`src/rtl/cpu_pkg.sv`:
```
// Shared definitions for the multicycle instruction sequencer: opcodes,
// ALU operation codes, FSM state encoding and the default bus timeout.
package cpu_pkg;

  localparam int TIMEOUT_DEFAULT = 15;

  localparam logic [2:0] OP_ADD   = 3'b000;
  localparam logic [2:0] OP_SUB   = 3'b001;
  localparam logic [2:0] OP_AND   = 3'b010;
  localparam logic [2:0] OP_OR    = 3'b011;
  localparam logic [2:0] OP_XOR   = 3'b100;
  localparam logic [2:0] OP_LOAD  = 3'b101;
  localparam logic [2:0] OP_STORE = 3'b110;
  localparam logic [2:0] OP_JZ    = 3'b111;

  localparam logic [2:0] ALU_ADD = 3'b000;
  localparam logic [2:0] ALU_SUB = 3'b001;
  localparam logic [2:0] ALU_AND = 3'b010;
  localparam logic [2:0] ALU_OR  = 3'b011;
  localparam logic [2:0] ALU_XOR = 3'b100;

  typedef enum logic [2:0] {
    S_IDLE   = 3'd0,
    S_FETCH  = 3'd1,
    S_DECODE = 3'd2,
    S_EXEC   = 3'd3,
    S_MEM    = 3'd4,
    S_WB     = 3'd5
  } state_e;

  function automatic logic is_mem_op(input logic [2:0] op);
    return (op == OP_LOAD) || (op == OP_STORE);
  endfunction

endpackage

```
`src/rtl/wait_timer.sv`:
```
// Counts not-ready cycles of a memory handshake; expired flags that the
// count has reached the tolerated limit.
module wait_timer
  import cpu_pkg::*;
#(
  parameter int LIMIT = TIMEOUT_DEFAULT
) (
  input  logic clk,
  input  logic rst,
  input  logic clear,
  input  logic enable,
  output logic expired
);

  localparam logic [3:0] LIMIT_W = 4'(LIMIT);

  logic [3:0] r_count;

  // Saturate at the limit; the sequencer aborts there, so wrapping is never wanted.
  always_ff @(posedge clk) begin
    if (rst) begin
      r_count <= '0;
    end else if (clear) begin
      r_count <= '0;
    end else if (enable && !expired) begin
      r_count <= r_count + 4'd1;
    end
  end

  assign expired = (r_count == LIMIT_W);

endmodule

```
`src/rtl/multicycle_sequencer.sv`:
```
// Multicycle control sequencer: fetch, decode, execute, memory and write-back
// phases with a bus-timeout abort that latches a sticky error.
//
// state  | meaning
// IDLE   | waiting for run with no bus error; all controls low
// FETCH  | instruction fetch request held until imem_ready
// DECODE | one cycle; routes LOAD/STORE to MEM, others to EXEC
// EXEC   | ALU op select, or JZ branch resolution and retire
// MEM    | data access held until dmem_ready; STORE retires here
// WB     | register write-back from ALU or memory; retires
module multicycle_sequencer
  import cpu_pkg::*;
#(
  parameter int TIMEOUT = TIMEOUT_DEFAULT
) (
  input  logic       clk,
  input  logic       rst,
  input  logic       run,
  output logic       imem_req,
  input  logic       imem_ready,
  output logic       ir_load,
  input  logic [2:0] opcode,
  input  logic       zero,
  output logic [2:0] alu_op,
  output logic       dmem_req,
  output logic       dmem_we,
  input  logic       dmem_ready,
  output logic       reg_write,
  output logic       wb_sel,
  output logic       pc_inc,
  output logic       pc_load,
  output logic       instr_done,
  output logic       bus_err,
  output logic [2:0] state
);

  state_e     r_state;
  state_e     w_next;
  state_e     w_retire;
  logic [2:0] r_op;
  logic       r_bus_err;
  logic       w_waiting;
  logic       w_ready;
  logic       w_expired;
  logic       w_abort;
  logic       w_timer_clear;
  logic       w_timer_en;

  assign w_waiting = (r_state == S_FETCH) || (r_state == S_MEM);
  assign w_ready   = ((r_state == S_FETCH) && imem_ready) ||
                     ((r_state == S_MEM)   && dmem_ready);
  assign w_abort   = w_waiting && !w_ready && w_expired;
  assign w_retire  = run ? S_FETCH : S_IDLE;

  // Counter restarts whenever a new handshake phase is entered.
  assign w_timer_clear = ((w_next == S_FETCH) || (w_next == S_MEM)) && (w_next != r_state);
  assign w_timer_en    = w_waiting && !w_ready;

  wait_timer #(.LIMIT(TIMEOUT)) u_wait_timer (
    .clk     (clk),
    .rst     (rst),
    .clear   (w_timer_clear),
    .enable  (w_timer_en),
    .expired (w_expired)
  );

  always_comb begin
    w_next = r_state;
    case (r_state)
      S_IDLE: begin
        if (run && !r_bus_err) w_next = S_FETCH;
      end
      S_FETCH: begin
        if (imem_ready)     w_next = S_DECODE;
        else if (w_expired) w_next = S_IDLE;
      end
      S_DECODE: begin
        w_next = is_mem_op(opcode) ? S_MEM : S_EXEC;
      end
      S_EXEC: begin
        w_next = (r_op == OP_JZ) ? w_retire : S_WB;
      end
      S_MEM: begin
        if (dmem_ready)     w_next = (r_op == OP_STORE) ? w_retire : S_WB;
        else if (w_expired) w_next = S_IDLE;
      end
      S_WB: begin
        w_next = w_retire;
      end
      default: w_next = S_IDLE;
    endcase
  end

  // Opcode is captured in DECODE so later phases do not depend on the IR holding steady.
  always_ff @(posedge clk) begin
    if (rst) begin
      r_state   <= S_IDLE;
      r_op      <= OP_ADD;
      r_bus_err <= 1'b0;
    end else begin
      r_state <= w_next;
      if (r_state == S_DECODE) r_op <= opcode;
      if (w_abort) r_bus_err <= 1'b1;
    end
  end

  // Handshake pulses must coincide with the ready cycle, so controls decode
  // the registered state together with the current inputs.
  always_comb begin
    imem_req   = 1'b0;
    ir_load    = 1'b0;
    pc_inc     = 1'b0;
    alu_op     = ALU_ADD;
    dmem_req   = 1'b0;
    dmem_we    = 1'b0;
    reg_write  = 1'b0;
    wb_sel     = 1'b0;
    pc_load    = 1'b0;
    instr_done = 1'b0;
    case (r_state)
      S_FETCH: begin
        imem_req = 1'b1;
        if (imem_ready) begin
          ir_load = 1'b1;
          pc_inc  = 1'b1;
        end
      end
      S_EXEC: begin
        if (r_op == OP_JZ) begin
          pc_load    = zero;
          instr_done = 1'b1;
        end else begin
          alu_op = r_op;
        end
      end
      S_MEM: begin
        dmem_req = 1'b1;
        dmem_we  = (r_op == OP_STORE);
        if (dmem_ready && (r_op == OP_STORE)) instr_done = 1'b1;
      end
      S_WB: begin
        reg_write  = 1'b1;
        wb_sel     = (r_op == OP_LOAD);
        alu_op     = (r_op == OP_LOAD) ? ALU_ADD : r_op;
        instr_done = 1'b1;
      end
      default: ;
    endcase
  end

  assign bus_err = r_bus_err;
  assign state   = r_state;

endmodule

```
`config.mk`:
```
export PLATFORM = sky130hd
export DESIGN_NAME = multicycle_sequencer
export DESIGN_NICKNAME = d
export VERILOG_FILES = /design/src/rtl/cpu_pkg.sv /design/src/rtl/wait_timer.sv /design/src/rtl/multicycle_sequencer.sv
export SDC_FILE = /design/constraint.sdc
export NUM_CORES = 1
export LEC_CHECK = 0
export CAP_MARGIN = 40
export CELL_PAD_IN_SITES_DETAIL_PLACEMENT = 0
export CELL_PAD_IN_SITES_GLOBAL_PLACEMENT = 1
export CORE_ASPECT_RATIO = 0.7
export CORE_MARGIN = 8
export CORE_UTILIZATION = 34
export CTS_BUF_LIST = sky130_fd_sc_hd__clkbuf_8
export CTS_CLUSTER_SIZE = 10
export DETAILED_ROUTE_END_ITERATION = 6
export PLACE_DENSITY_LB_ADDON = 0.1
export SKIP_LAST_GASP = 1
export SLEW_MARGIN = 20
export SYNTH_ARGS = -nofsm -noshare
export SYNTH_HDL_FRONTEND = slang
export SYNTH_HIERARCHICAL = 1
export SYNTH_SLANG_ARGS = --single-unit
```
`constraint.sdc`:
```
create_clock -name clk -period 2.1 [get_ports clk]
set_input_delay 0.21 -clock clk [delete_from_list [all_inputs] [get_ports clk]]
set_output_delay 0.21 -clock clk [all_outputs]
set_load 0.1 [all_outputs]
```
## Word level (Yosys, flattened, before mapping)

Index checks and enable logic that the tools add are counted.

- Register bits after elaboration: 11
- Output and inout bits: 16
- Word-level logic and storage cells: 60

- $add $sub $neg: 1
- Equality and inequality tests: 14
- Mux-type cells: 24
- Reductions and logical operators: 17

Operator list:

| operator | number |
|---|---|
| $mux 3 | 9 |
| $eq 3x3->1 const B | 8 |
| $pmux 3 s6 | 1 |
| $mux 1 | 12 |
| $logic_and 1x1->1 | 8 |
| $eq 3x1->1 const B | 2 |
| $eq 3x2->1 const B | 2 |
| $pmux 3 s2 | 1 |
| $add 4x1->4 const B | 1 |
| $eq 4x4->1 const B | 1 |
| $logic_or 1x1->1 | 4 |
| $logic_not 1->1 | 3 |
| $logic_not 3->1 | 1 |
| $ne 3x3->1 | 1 |
| $pmux 1 s3 | 1 |
| $reduce_or 2->1 | 1 |

## Logic depth before layout (Yosys ltp)

- Depth in word-level cells: 8
- Mapped depth: 10
- Gate-level depth less buffers: 10

## By module

Netlist, hierarchy kept.

Modules (own cells, without submodules):

| module | instances | cells an instance | area an instance (um^2) |
|---|---|---|---|
| multicycle_sequencer | 1 | 72 | 581.8 |
| wait_timer | 1 | 22 | 211.5 |

## Worst setup path before layout

OpenSTA, ideal clock, no wires.

- Path kind: reg2out
- From: register r_state[0] (netlist: state[0])
- To: output pc_load
- Arrival: 4.250 ns
- Data required time: 1.890 ns
- Setup slack: -2.360 ns
- Cell stages (with the launch flop): 4
- Path through: dfxtp_1 > buf_2 > nand2_1 > nor4_1

- Longest elaborated chain between the ends: 2

RTL lines:

| element | line | RTL |
|---|---|---|
| from (decl) | multicycle_sequencer.sv:37 | `state_e r_state;` |
| from (signal assigned) | multicycle_sequencer.sv:101 | `r_state <= w_next;` |
| $eq 3x2->1 | multicycle_sequencer.sv:120 | `case (r_state)` |
| $mux 1 | multicycle_sequencer.sv:120 |  |
| to (decl) | multicycle_sequencer.sv:31 | `output logic pc_load,` |

No other way between the ends.

## Worst setup path in the final report

- From: register u_wait_timer.r_count[0]
- To: register u_wait_timer.r_count[0]

- Longest elaborated chain between the ends: 8
- Elaborated cells between the ends (all ways): 14
- Those cells by class: add/sub: 1; eq/ne: 4; mux: 4; reduce/logical: 5

RTL lines:

| element | line | RTL |
|---|---|---|
| from (decl) | wait_timer.sv:17 | `logic [3:0] r_count;` |
| from (signal assigned) | wait_timer.sv:26 | `r_count <= r_count + 4'd1;` |
| $eq 4x4->1 * | wait_timer.sv:30 | `assign expired = (r_count == LIMIT_W);` |
| named net w_expired | multicycle_sequencer.sv:44 | `logic w_expired;` |
| $mux 3 * | multicycle_sequencer.sv:75, multicycle_sequencer.sv:85 |  |
| $mux 3 (on tied branches) | multicycle_sequencer.sv:84, multicycle_sequencer.sv:74 |  |
| $pmux 3 s6 * | multicycle_sequencer.sv:69 | `case (r_state)` |
| $eq 3x1->1 or $eq 3x3->1 (tied branches) | multicycle_sequencer.sv:56 | `assign w_timer_clear = ((w_next == S_FETCH) \|\| (w_next == S_MEM)) && (w_next != r_state);` |
| $logic_or 1x1->1 | multicycle_sequencer.sv:56 |  |
| $logic_and 1x1->1 * | multicycle_sequencer.sv:56 |  |
| named net w_timer_clear | multicycle_sequencer.sv:46 | `logic w_timer_clear;` |
| $reduce_or 2->1 (no source line) * | -- |  |

The timed path passes the listed nets; every way through them passes the cells marked *.
A chain may end at the register's enable or synchronous reset.

==> flow_summary.html <==
<table>
<tr><th>Metric</th><th>Value</th></tr>
<tr><th colspan="2">Status</th></tr>
<tr><td>Result of the run</td><td>finished, final reports clean</td></tr>
<tr><th colspan="2">Timing</th></tr>
<tr><td>Tightest Pin Transition</td><td>0.3942 ns</td></tr>
<tr><td>Portion of the clock cycle consumed by the worst path in the final layout</td><td>94.64%</td></tr>
<tr><td>Final Hold Vio Count</td><td>0</td></tr>
<tr><td>Final setup viols</td><td>0</td></tr>
<tr><td>Maximum clock frequency</td><td>0.5032 GHz</td></tr>
<tr><td>Final worst path period need</td><td>1.987 ns</td></tr>
<tr><td>Max-slew violation count</td><td>0</td></tr>
<tr><td>Layout Skew</td><td>0.001681 ns</td></tr>
<tr><td>Worst slew margin</td><td>73.44%</td></tr>
<tr><th colspan="2">Routing</th></tr>
<tr><td>Number of nets with antenna violations after routing</td><td>0</td></tr>
<tr><td>Vias</td><td>807</td></tr>
<tr><td># DRC</td><td>0</td></tr>
<tr><td>First-pass DRT Iterations</td><td>4</td></tr>
<tr><td>Post-DR vias/cell</td><td>5.044</td></tr>
<tr><td>Starting DRC count in detailed routing</td><td>23</td></tr>
<tr><td>Detail-routed net length per standard cell</td><td>14.06 um</td></tr>
<tr><td>Total wire length after detailed routing</td><td>2249 um</td></tr>
<tr><th colspan="2">Synthesis</th></tr>
<tr><td>Fraction of registers with async set or reset after synthesis</td><td>0%</td></tr>
<tr><td>Share of the synthesized area in the top cell type</td><td>27.76%</td></tr>
<tr><td>Post-Synthesis Net Count</td><td>104</td></tr>
<tr><td>Synth unique cells</td><td>47</td></tr>
<tr><td>Area of the mapped netlist</td><td>793.3 um^2</td></tr>
<tr><td>Synthesis-stage register bit count</td><td>11</td></tr>
<tr><td>Mapped Avg Cell Area</td><td>8.439 um^2</td></tr>
<tr><td>Leading area contributor after synthesis</td><td>sky130_fd_sc_hd__dfxtp_1</td></tr>
<tr><td>Share of the yosys chip area belonging to registers</td><td>27.76%</td></tr>
<tr><td>Count of warnings emitted by yosys</td><td>6</td></tr>
<tr><td>Number of flops mapped to enable cells by yosys</td><td>0</td></tr>
<tr><td>Most frequently used flop master after synthesis</td><td>sky130_fd_sc_hd__dfxtp_1</td></tr>
<tr><td>Area contributors post-synth</td><td>sky130_fd_sc_hd__dfxtp_1 28%, sky130_fd_sc_hd__nor2_1 5.7%, sky130_fd_sc_hd__mux2i_1 3.8%, sky130_fd_sc_hd__inv_1 2.8%, sky130_fd_sc_hd__a21oi_1 2.5%</td></tr>
<tr><td>Cell count after synthesis</td><td>94</td></tr>
<tr><th colspan="2">Die</th></tr>
<tr><td>Site Rows</td><td>14</td></tr>
<tr><td>Number of primary I/O pins</td><td>25</td></tr>
<tr><td>Core box area</td><td>2172 um^2</td></tr>
<tr><td>Overall die width</td><td>73.73 um</td></tr>
<tr><td>Die H</td><td>56.41 um</td></tr>
<tr><td>Initial core utilization</td><td>36.52%</td></tr>
<tr><td>Die area</td><td>4159 um^2</td></tr>
<tr><th colspan="2">Global route</th></tr>
<tr><td>Global router's overall resource usage</td><td>10.92%</td></tr>
<tr><td>Number of antenna violations at the first check in global routing</td><td>0</td></tr>
<tr><td>Largest net degree at the start of global routing</td><td>12</td></tr>
<tr><td>Sum of overflow across all layers after global routing</td><td>0</td></tr>
<tr><td>Via count of the first global-routing pass</td><td>781</td></tr>
<tr><td>Global-route wire length before repair</td><td>3670 um</td></tr>
<tr><th colspan="2">Setup path</th></tr>
<tr><td>Data arrival time of the critical path</td><td>2.17 ns</td></tr>
<tr><td>Critical Path Source Type</td><td>flip-flop</td></tr>
<tr><td>Data required time at the worst endpoint</td><td>2.28 ns</td></tr>
<tr><td>Crit Path Max Fanout</td><td>6</td></tr>
<tr><td>CP Class</td><td>reg2reg</td></tr>
<tr><td>CP endpoint kind</td><td>flip-flop</td></tr>
<tr><th colspan="2">Clocking</th></tr>
<tr><td>Source-to-sink clock delay at the later pin of the worst-skew pair</td><td>0.24 ns</td></tr>
<tr><td>Num CTS Buffers</td><td>3</td></tr>
<tr><td>Number of hold buffers added after cts</td><td>0</td></tr>
<tr><td>CTS tree</td><td>done</td></tr>
<tr><td>Number of buffers inserted by post-CTS setup repair</td><td>0</td></tr>
<tr><td>Number of H-tree levels</td><td>1</td></tr>
<tr><td>Clock-pin slew on the worst setup and hold paths</td><td>0.05 ns</td></tr>
<tr><td>Clock root buffer</td><td>sky130_fd_sc_hd__clkbuf_8</td></tr>
<tr><td># resized after CTS</td><td>0</td></tr>
<tr><td>Buffer levels on the longest clock path</td><td>2</td></tr>
<tr><td>Clock sink count</td><td>11</td></tr>
<tr><th colspan="2">Finish</th></tr>
<tr><td>Layout cell share with drive strength beyond 1</td><td>44.53%</td></tr>
<tr><td>Number of nets at the end of the flow</td><td>139</td></tr>
<tr><td>Fill cell instance count of the final layout</td><td>213</td></tr>
<tr><td>Area of all sequential standard cells</td><td>231.5 um^2</td></tr>
<tr><td>Area grow syn2layout</td><td>75.08%</td></tr>
<tr><td>Area of the multi-input gates</td><td>605.6 um^2</td></tr>
<tr><td>Number of diodes added for antenna fixing</td><td>0</td></tr>
<tr><td>Post-Layout Inst Area</td><td>1389 um^2</td></tr>
<tr><th colspan="2">Hold path</th></tr>
<tr><td>Class of the tightest hold or removal check</td><td>reg2reg</td></tr>
<tr><th colspan="2">Placed design</th></tr>
<tr><td>PortBufs</td><td>24</td></tr>
<tr><td>Weighted congestion reported at the end of routability-driven placement</td><td>0.8028</td></tr>
<tr><td>HPWL after DPL</td><td>1841 um</td></tr>
<tr><td>Dpl cell area</td><td>1323 um^2</td></tr>
<tr><th colspan="2">Pwr</th></tr>
<tr><td>Power density over cell area</td><td>527.4 nW/um^2</td></tr>
<tr><td>Final Power</td><td>0.0007325 W</td></tr>
<tr><td>Max VDD drop</td><td>509.0 uV</td></tr>
<tr><td>Leakage power of the design</td><td>0.5572 nW</td></tr>
<tr><th colspan="2">Run</th></tr>
<tr><td>Count of maximum capacitance violations</td><td>0</td></tr>
</table>
[area by class of cell]
type,count,share of cell area (%)
multi-input cells,70,43.60
repair buffers,35,31.17
flip-flops and latches,11,16.67
clock buffers,3,2.973
well taps,32,2.883
inverters,8,2.432
clock inverters,1,0.2703
[cells in the final DEF (no fill, tap or decap), types with 2 or more instances in the layout]
| cell type | n |
|---|---|
| sky130_fd_sc_hd__clkdlybuf4s50_1 | 8 |
| sky130_fd_sc_hd__mux2i_1 | 3 |
| sky130_fd_sc_hd__dfxtp_4 | 3 |
| sky130_fd_sc_hd__clkbuf_8 | 3 |
| sky130_fd_sc_hd__nor3b_4 | 2 |
| sky130_fd_sc_hd__nand2b_1 | 3 |
| sky130_fd_sc_hd__nand2_1 | 4 |
| sky130_fd_sc_hd__nand3_1 | 4 |
| sky130_fd_sc_hd__xor2_1 | 2 |
| sky130_fd_sc_hd__nand4b_1 | 2 |
| sky130_fd_sc_hd__a21oi_1 | 3 |
| sky130_fd_sc_hd__dfxtp_1 | 8 |
| sky130_fd_sc_hd__buf_12 | 12 |
| sky130_fd_sc_hd__o211ai_1 | 2 |
| sky130_fd_sc_hd__buf_4 | 15 |
| sky130_fd_sc_hd__nor2_1 | 10 |
| sky130_fd_sc_hd__nor2b_1 | 3 |
| sky130_fd_sc_hd__inv_1 | 7 |
| sky130_fd_sc_hd__nor2_2 | 2 |
[through the flow]
step           utilization [%]  setup TNS (ns)  setup WS [ns]  hold WS [ns]  cells
6_report                 63.94               0         0.1126        0.4976    160
5_1_grt                  63.94        -0.02130       -0.02130        0.5286    160
4_1_cts                  62.96               0        0.06530        0.4933    160
3_5_place_dp             60.89               0        0.06732        0.4863    156
3_3_place_gp             60.89               0        0.08501        0.4708    156
2_1_floorplan                -          -2.674        -0.4098        0.2719     94
[where the power goes]
group          internal [W]  switching [W]
Clock              0.000128      0.0000775
Combinational      0.000115       0.000178
Sequential         0.000218      0.0000152
[layer usage]
| layer | part of all wire, % | wire [um] | vias to the layer above | GRT usage, % |
|---|---|---|---|---|
| met5 | 0 | 0 | - | 0 |
| met4 | 0 | 0 | 0 | 2.833 |
| met3 | 8.2 | 184 | 0 | 4.602 |
| met2 | 43 | 971 | 23 | 15.49 |
| met1 | 49 | 1093 | 374 | 14.49 |
| li1 | - | - | 410 | - |
[cells by family (layout without fill, tap and decap cells)]
| logic type | after synthesis | count (layout) | share of synthesized area (%) |
|---|---|---|---|
| AOI/OAI and AO/OA | 21 | 21 | 22.56 |
| xor gates and xnor gates | 3 | 3 | 3.313 |
| adders and majority gates | 1 | 1 | 1.577 |
| muxes | 3 | 3 | 3.786 |
| DFF | 11 | 11 | 27.76 |
| and+or+nand+nor | 42 | 42 | 32.81 |
| buffers and inverters | 13 | 47 | 8.200 |
[state kept, by name, summed over array words and instances (netlist names)]
name                  count
state                     3
r_op                      3
u_wait_timer/r_count      4
bus_err                   1
[worst max-delay path: stages (launching register included)]
cell,delay [ns]
sky130_fd_sc_hd__dfxtp_1,0.39
sky130_fd_sc_hd__ha_2,0.23
sky130_fd_sc_hd__nand3_2,0.12
sky130_fd_sc_hd__inv_4,0.12
sky130_fd_sc_hd__nor2_1,0.05
sky130_fd_sc_hd__a32oi_1,0.17
sky130_fd_sc_hd__nor4b_4,0.27
sky130_fd_sc_hd__o31ai_2,0.12
sky130_fd_sc_hd__nor2_2,0.22
sky130_fd_sc_hd__nand4b_1,0.15
sky130_fd_sc_hd__nand2_1,0.09
[worst paths after layout]
path / start / to / slack [ns] / depth (start not counted)
setup / recovery: u_wait_timer/r_count[0]$_SDFFE_PP0P_ / u_wait_timer/r_count[0]$_SDFFE_PP0P_ / 0.11 / 10
hold / removal: u_wait_timer/r_count[1]$_SDFFE_PP0P_ / u_wait_timer/r_count[1]$_SDFFE_PP0P_ / 0.50 / 2
setup reg to reg: u_wait_timer/r_count[0]$_SDFFE_PP0P_ / u_wait_timer/r_count[0]$_SDFFE_PP0P_ / 0.11 / 10
hold reg to reg: u_wait_timer/r_count[1]$_SDFFE_PP0P_ / u_wait_timer/r_count[1]$_SDFFE_PP0P_ / 0.50 / 2
[Yosys cell counts, types with 2 or more instances]
cell type	count
sky130_fd_sc_hd__nor3_1	2
sky130_fd_sc_hd__nand3_1	4
sky130_fd_sc_hd__inv_1	6
sky130_fd_sc_hd__xor2_1	2
sky130_fd_sc_hd__o31ai_1	2
sky130_fd_sc_hd__nand2_1	4
sky130_fd_sc_hd__nand4b_1	2
sky130_fd_sc_hd__nand2b_1	3
sky130_fd_sc_hd__o211ai_1	2
sky130_fd_sc_hd__a21oi_1	4
sky130_fd_sc_hd__mux2i_1	3
sky130_fd_sc_hd__nor2b_1	3
sky130_fd_sc_hd__buf_2	2
sky130_fd_sc_hd__nor2_1	12
sky130_fd_sc_hd__dfxtp_1	11
Power figures use the tool's default switching activity.
